### src/rtl/mte_frame_if.sv
// ============================================================================
// Module : mte_frame_if
// Brief  : Stream-in / stream-out bundle for the MtE frame receiver.
// Rev    : 1.0
// ============================================================================
`default_nettype none

interface mte_frame_if #(
    parameter int N = 8
) ();
    logic [N-1:0] key;
    logic [N-1:0] in_data;
    logic         in_valid;
    logic         in_ready;
    logic [N-1:0] out_data;
    logic         out_valid;
    logic         out_last;
    logic         out_ready;
    logic         auth_ok;
    logic         auth_fail;
    logic         frame_err;

    modport slave (
        input  key, in_data, in_valid, out_ready,
        output in_ready, out_data, out_valid, out_last, auth_ok, auth_fail, frame_err
    );

    modport master (
        output key, in_data, in_valid, out_ready,
        input  in_ready, out_data, out_valid, out_last, auth_ok, auth_fail, frame_err
    );
endinterface

`default_nettype wire

### src/rtl/mte_frame_receiver.sv
// ============================================================================
// Module : mte_frame_receiver
// Brief  : Decrypts MtE frames, verifies the MAC, releases plaintext only on match.
// Rev    : 1.0
// ============================================================================
`default_nettype none

module mte_frame_receiver #(
    parameter int MAX_LEN = 16,
    parameter int N       = 8
) (
    input  wire logic   clock,
    input  wire logic   reset_n,
    mte_frame_if.slave  bus
);
    localparam int         c_AW      = (MAX_LEN > 1) ? $clog2(MAX_LEN) : 1;
    localparam logic [7:0] c_MAX_LEN = 8'(MAX_LEN);

    localparam logic [2:0] c_IDLE  = 3'd0;
    localparam logic [2:0] c_DATA  = 3'd1;
    localparam logic [2:0] c_MACB  = 3'd2;
    localparam logic [2:0] c_CHECK = 3'd3;
    localparam logic [2:0] c_OUT   = 3'd4;

    logic [2:0]   state_q,  state_d;
    logic [7:0]   len_q,    len_d;
    logic [7:0]   wptr_q,   wptr_d;
    logic [7:0]   rptr_q,   rptr_d;
    logic [N-1:0] key_q,    key_d;
    logic [N-1:0] mac_q,    mac_d;
    logic [N-1:0] rxmac_q,  rxmac_d;
    logic         ferr_q,   ferr_d;
    logic [N-1:0] buf_q [MAX_LEN];

    logic         w_in_fire;
    logic         w_out_fire;
    logic         w_hdr_ok;
    logic         w_match;
    logic [N-1:0] w_plain;

    assign w_in_fire  = bus.in_valid && bus.in_ready;
    assign w_out_fire = bus.out_valid && bus.out_ready;
    assign w_hdr_ok   = (bus.in_data != 8'd0) && (bus.in_data <= c_MAX_LEN);
    assign w_match    = (mac_q == rxmac_q);
    assign w_plain    = bus.in_data ^ key_q;

    always_ff @(posedge clock or negedge reset_n) begin
        if (!reset_n) begin
            state_q <= c_IDLE;
            len_q   <= '0;
            wptr_q  <= '0;
            rptr_q  <= '0;
            key_q   <= '0;
            mac_q   <= '0;
            rxmac_q <= '0;
            ferr_q  <= 1'b0;
        end else begin
            state_q <= state_d;
            len_q   <= len_d;
            wptr_q  <= wptr_d;
            rptr_q  <= rptr_d;
            key_q   <= key_d;
            mac_q   <= mac_d;
            rxmac_q <= rxmac_d;
            ferr_q  <= ferr_d;
        end
    end

    // Buffer content is only meaningful behind wptr, so it needs no reset.
    always_ff @(posedge clock) begin
        if (state_q == c_DATA && w_in_fire) begin
            buf_q[wptr_q[c_AW-1:0]] <= w_plain;
        end
    end

    always_comb begin
        state_d = state_q;
        len_d   = len_q;
        wptr_d  = wptr_q;
        rptr_d  = rptr_q;
        key_d   = key_q;
        mac_d   = mac_q;
        rxmac_d = rxmac_q;
        ferr_d  = 1'b0;
        case (state_q)
            c_IDLE: begin
                if (w_in_fire) begin
                    if (w_hdr_ok) begin
                        len_d   = bus.in_data;
                        key_d   = bus.key;
                        mac_d   = bus.key;
                        wptr_d  = '0;
                        state_d = c_DATA;
                    end else begin
                        ferr_d  = 1'b1;
                    end
                end
            end
            c_DATA: begin
                if (w_in_fire) begin
                    mac_d  = {mac_q[N-2:0], mac_q[N-1]} ^ w_plain;
                    wptr_d = wptr_q + 8'd1;
                    if (wptr_q == len_q - 8'd1) begin
                        state_d = c_MACB;
                    end
                end
            end
            c_MACB: begin
                if (w_in_fire) begin
                    rxmac_d = w_plain;
                    state_d = c_CHECK;
                end
            end
            c_CHECK: begin
                rptr_d  = '0;
                state_d = w_match ? c_OUT : c_IDLE;
            end
            c_OUT: begin
                if (w_out_fire) begin
                    rptr_d = rptr_q + 8'd1;
                    if (bus.out_last) begin
                        state_d = c_IDLE;
                    end
                end
            end
            default: state_d = c_IDLE;
        endcase
    end

    always_comb begin
        bus.in_ready  = (state_q == c_IDLE) || (state_q == c_DATA) || (state_q == c_MACB);
        bus.out_valid = (state_q == c_OUT);
        bus.out_data  = bus.out_valid ? buf_q[rptr_q[c_AW-1:0]] : '0;
        bus.out_last  = bus.out_valid && (rptr_q == len_q - 8'd1);
        bus.auth_ok   = (state_q == c_CHECK) && w_match;
        bus.auth_fail = (state_q == c_CHECK) && !w_match;
        bus.frame_err = ferr_q;
    end
endmodule

`default_nettype wire

### src/flat_wrapper.sv
// flat-port wrapper written by rule: the top's interface ports become plain ports
module mte_frame_receiver_flat 
#(
    parameter int MAX_LEN = 16,
    parameter int N       = 8
)
  (clock, reset_n, bus_key, bus_in_data, bus_in_valid, bus_out_ready, bus_in_ready, bus_out_data, bus_out_valid, bus_out_last, bus_auth_ok, bus_auth_fail, bus_frame_err);
  mte_frame_if #(.N(N)) bus_i ();
  input  wire logic clock;
  input  wire logic reset_n;
  input wire logic [$bits(bus_i.key)-1:0] bus_key;
  input wire logic [$bits(bus_i.in_data)-1:0] bus_in_data;
  input wire logic [$bits(bus_i.in_valid)-1:0] bus_in_valid;
  input wire logic [$bits(bus_i.out_ready)-1:0] bus_out_ready;
  output wire logic [$bits(bus_i.in_ready)-1:0] bus_in_ready;
  output wire logic [$bits(bus_i.out_data)-1:0] bus_out_data;
  output wire logic [$bits(bus_i.out_valid)-1:0] bus_out_valid;
  output wire logic [$bits(bus_i.out_last)-1:0] bus_out_last;
  output wire logic [$bits(bus_i.auth_ok)-1:0] bus_auth_ok;
  output wire logic [$bits(bus_i.auth_fail)-1:0] bus_auth_fail;
  output wire logic [$bits(bus_i.frame_err)-1:0] bus_frame_err;
  assign bus_i.key = bus_key;
  assign bus_i.in_data = bus_in_data;
  assign bus_i.in_valid = bus_in_valid;
  assign bus_i.out_ready = bus_out_ready;
  assign bus_in_ready = bus_i.in_ready;
  assign bus_out_data = bus_i.out_data;
  assign bus_out_valid = bus_i.out_valid;
  assign bus_out_last = bus_i.out_last;
  assign bus_auth_ok = bus_i.auth_ok;
  assign bus_auth_fail = bus_i.auth_fail;
  assign bus_frame_err = bus_i.frame_err;
  mte_frame_receiver #(.MAX_LEN(MAX_LEN), .N(N)) u_core (.clock(clock), .reset_n(reset_n), .bus(bus_i));
endmodule
### config.mk
export PLATFORM = sky130hd
export DESIGN_NAME = mte_frame_receiver_flat
export DESIGN_NICKNAME = d
export VERILOG_FILES = /design/src/rtl/mte_frame_if.sv /design/src/rtl/mte_frame_receiver.sv /design/src/flat_wrapper.sv
export SDC_FILE = /design/constraint.sdc
export NUM_CORES = 1
export LEC_CHECK = 0
export BUFFER_PORTS_ARGS = -buffer_cell sky130_fd_sc_hd__buf_2
export CORE_ASPECT_RATIO = 0.5
export CORE_MARGIN = 2
export CORE_UTILIZATION = 40
export CTS_CLUSTER_SIZE = 10
export DETAILED_ROUTE_END_ITERATION = 8
export PLACE_DENSITY_LB_ADDON = 0.12
export SYNTH_ARGS = -nofsm -noshare
export SYNTH_HDL_FRONTEND = slang
export SYNTH_SLANG_ARGS = --single-unit
### constraint.sdc
create_clock -name clock -period 4.9 [get_ports clock]
set_clock_uncertainty 0.2 [all_clocks]
set_input_delay 1.225 -clock clock [delete_from_list [all_inputs] [get_ports clock]]
set_output_delay 1.225 -clock clock [all_outputs]
set_load 0.01 [all_outputs]
* Word-level counts from Yosys, hierarchy flattened
Memory sizes are Yosys's and may differ from the RTL's. Cells that the tools add are included. W data, S select, Z words.
Word-level totals: flip-flop bits (word level) 52, bits in writable memories 128, output and inout port bits 14, logic and storage cells 73, memories kept 1, input bits 20
Memory list:
- u_core.buf_q | depth 16, bits a word 8, read ports 1, clocked after memory_dff 0, wr ports 1, line mte_frame_receiver.sv:33 | logic [N-1:0] buf_q [MAX_LEN];
Cells by class: bitwise logic cells 2, eq/ne operators 14, reduce and logical (&&, ||, !) cells 19, muxes and demuxes 25, magnitude comparators 1, $add $sub $neg 3
Operators by type and width (number):
- $mux W8 | 8
- $pmux W8 S2 | 3
- $eq A8 B8 Y1 | 3
- $mux W3 | 8
- $add A8 B1 Y8 const B | 2
- $xor A8 B8 Y8 | 2
- $pmux W3 S5 | 1
- $le A8 B5 Y1 const B | 1
- $ne A2 B1 Y1 const B | 4
- $reduce_bool A8 Y1 | 1
- $sub A8 B1 Y8 const B | 1
- $logic_and A1 B1 Y1 | 7
- $reduce_and A7 Y1 | 1
- $eq A3 B2 Y1 const B | 2
- $ne A2 B2 Y1 const B | 3
- $mux W1 | 5
- $reduce_and A2 Y1 | 2
- $reduce_and A4 Y1 | 1
- $reduce_bool A2 Y1 | 2
- $eq A3 B1 Y1 const B | 1
- $eq A3 B3 Y1 const B | 1
- $logic_not A3 Y1 | 1
- $reduce_and A3 Y1 | 1
- $logic_or A1 B1 Y1 | 2
- $logic_not A1 Y1 | 1

* Logic depth before layout (Yosys ltp)
depth after elaboration 7, gate-level depth with buffers 8, depth with buffers taken out 8

* Worst setup path before layout
No wires, ideal clock.
path kind flip-flop to output port, from register u_core.rptr_q[0], to output bus_out_data[0], data required time 3475 ps, path slack 1670 ps, path buffers 2, arrival 1805 ps, stages on the path, launching flop included 6, cell sequence dfrtp_1 buf_6 buf_8 mux4_1 mux4_2 and2_1
On the way: word-level cells in the longest chain between the ends 2
RTL lines:
- start: declaration | line mte_frame_receiver.sv:28 | logic [7:0] rptr_q, rptr_d;
- start signal: assignment | line mte_frame_receiver.sv:61 | rptr_q <= rptr_d;
- $mem_v2 Z16 W8
- $mux W8 | line mte_frame_receiver.sv:133 | bus.out_data = bus.out_valid ? buf_q[rptr_q[c_AW-1:0]] : '0;
- end: declaration | line flat_wrapper.sv:16 | output wire logic [$bits(bus_i.out_data)-1:0] bus_out_data;
No other way between the ends.

* Worst setup path after layout
Same ends and word-level chain as after synthesis.

==> metrics.txt <==
status complete, no violations; Root Driver clkbuf_16; register area share after synthesis 63.75%; post-synthesis mux area share a little over an eighth; pin count of the biggest net entering global routing 53; Vias between 4000 and 5000; DR top layer met4; post-synthesis compound-gate area fraction 3.256%; Final Max Tran Viols 0; Worst IR Drop VDD 0.0002666 V; Post-Syn Instances ~540; IO Port Bufs 33; Final nets 616; GRT Residual Overflow 0; DR iter-0 viols 341; WP data required 3.47 ns; Die X 204.9 µm; CTS tree built; wire per inst 20.87 µm; total track usage 17.93%; die extent in y around 100 µm; antenna diode count 0; most common cell after layout, fill and taps aside edfxtp_1; TritonRoute pass-1 iters 4; Worst-Skew Late Latency 0.42 ns; final hold violations 0; synth unique cells 50; Routed WL about 18000 µm; row count 36; vias in the first global route 4565; Sum Neg Setup Slack 0 ns; final antenna-violating net count 0; EDFF count, synth 128; first-pass GRT wire length 27640 µm; Clock Path Buffers 2; post-layout min period 4.314 ns; final setup fails 0; RSZ-0062 raised after global routing false; Post-CTS Setup Inserts 0; Net Count, Synth ~570; # hold bufs at CTS 0; Hold WC Path Type reg2reg; Peak Freq roughly 230 MHz; # IOs 34; Metal-1 WL 8918 µm; CP Max Fanout 20; Initial Utilization 41.09%; Critical Path End Type primary output; crit path DAT 2.89 ns; YS warnings 0; H-tree Lvls 4; HPWL after DPL 11860 µm; footprint of the multi-input gates 2745 µm²; drt via density 5.238; fraction of the mapped netlist area in simple logic gates 10.33%; layout cells sized above 1 20.56%; crit path kind reg2out; gp weighted congestion around 0.79; Synth Area in XOR/XNOR 6.140%; top_reg_cell synth edfxtp_1; Worst-Margin Slew ~1.1 ns; commonest cells after routing, fill and taps aside edfxtp_1 (128), nand2_1 (52), dfrtp_1 (51); leakage power 0.003439 µW; Core ar. 19640 µm²; synthesized-area fraction occupied by adder cells less than 1%; DRC 0; Async SR Flop Fraction 28.89%; cts bufs inserted 17; Layout area overhead 13.58%; FILL cells about 1800; Clock Sinks between 150 and 200; final worst-path cycle share 88.03%; register area 5146 µm²; Clock Pin Slew Worst Setup and Hold Paths approximately 0.070 ns; Routed met3 length between 1000 and 1500 µm; Mean Syn Cell Area around 15 µm²; Fin Hold WS 0.2956 ns; Die Area approximately 21000 µm²; Cell Count, Final, Fillers Out 869; Cell Pwr Density 544.0 nW/µm²; slew margin rel. 23.50%; combinational family with the most area after synthesis multiplexers; Cell Area, Synth between 8000 and 9000 µm²; initial antenna violation count 0; CP Launch Type flop; max cap viols 0; placed insts 837; Post-CTS Resized 0; FF+latch count, synth 180; met2 WL 7961 µm
synth_stat cells (2+ instances only):
library cell | n | share of area, %
mux2_2 | 8 | 1.1
a21oi_1 | 20 | 1.2
buf_6 | 2 | 0.28
mux4_1 | 21 | 6.8
nor4_1 | 4 | 0.31
mux4_2 | 19 | 5.3
nor2b_1 | 2 | 0.16
nor2_2 | 2 | 0.16
and2_1 | 11 | 0.85
nand2b_1 | 8 | 0.62
clkbuf_1 | 12 | 0.56
inv_1 | 10 | 0.47
xnor2_1 | 34 | 3.7
nand4_1 | 9 | 0.70
xor2_1 | 20 | 2.2
o21ai_0 | 9 | 0.56
buf_8 | 2 | 0.37
nand3b_1 | 3 | 0.28
nor3_1 | 13 | 0.81
dfrtp_1 | 52 | 16
or4_1 | 2 | 0.19
nor2_1 | 50 | 2.3
and3_1 | 3 | 0.23
edfxtp_1 | 128 | 48
nand2_1 | 52 | 2.4
buf_2 | 10 | 0.62
nand3_1 | 8 | 0.50
ha_1 | 6 | 0.93
routing by layer:
layer  up-vias  GRT usage (%)
li1       2120              -
met1      2322          28.04
met2       108          25.58
met3         2          3.634
met4         0          4.008
met5         -              0
flip-flops by register name, indices dropped and copies added, names as in the netlist:
name / cells
u_core.rptr_q: 8
u_core.wptr_q: 8
u_core.buf_q: 128
u_core.len_q: 8
u_core.bus.frame_err: 1
u_core.state_q: 3
u_core.mac_q: 8
u_core.rxmac_q: 8
u_core.key_q: 8
critical path: stages (launching register included):
cell and delay [ns]:
dfrtp_2 0.75, buf_4 0.37, mux4_1 0.58, mux4_2 0.47
and2_1 0.16, buf_2 0.13
final timing paths:
| kind | from | endpoint | slack [ns] | depth (start not counted) |
|---|---|---|---|---|
| worst max-delay path | u_core.rptr_q[0] | bus_out_data[0] | 0.59 | 5 |
| worst min-delay path | u_core.key_q[5] | u_core.key_q[5] | 0.30 | 2 |
| worst max register to register | u_core.state_q[0] | u_core.buf_q[15][3] | 1.55 | 5 |
| worst min register to register | u_core.key_q[5] | u_core.key_q[5] | 0.30 | 2 |
| max in group asynchronous | reset_n | u_core.rptr_q[0] | 3.27 | 2 |
| min in group asynchronous | reset_n | u_core.mac_q[5] | 0.72 | 2 |
area by class of cell:
type                       count  share of cell area [%]
timing repair buffer          56                   3.686
clock buffer                  17                   4.641
multi-input combinational    325                   29.95
sequential                   180                   56.14
tap                          266                   3.631
inverter                      10                  0.4095
clock inverter                15                   1.542
power breakdown:
| group | leakage, µW | internal [µW] | switching [µW] |
|---|---|---|---|
| sequential | 0.00181 | 1980 | 254 |
| clock | 0.000271 | 673 | 632 |
| combinational | 0.00136 | 668 | 775 |
logic make-up (layout without fill, tap and decap cells):
family | after synthesis | count (layout)
AOI/OAI and AO/OA | 42 | 42
xor gates and xnor gates | 55 | 55
adders and majority gates | 6 | 6
buffers and inverters | 37 | 98
DFF | 180 | 180
muxes | 48 | 48
and+or+nand+nor | 174 | 174
per-stage QoR:
stage | power, µW | util, % | worst slack (ns) | instance area (µm²)
CTS | 5037 | 46.67 | 0.5348 | 9166
global placement | 3711 | 43.79 | 1.002 | 8600
finish | 4987 | 46.67 | 0.5863 | 9166
global route | 5271 | 46.67 | 0.4451 | 9166
floorplan | 3295 | - | 1.670 | 8070
detailed placement | 3726 | 43.79 | 0.9932 | 8600
Note: power is estimated with default switching activity, not from simulation.
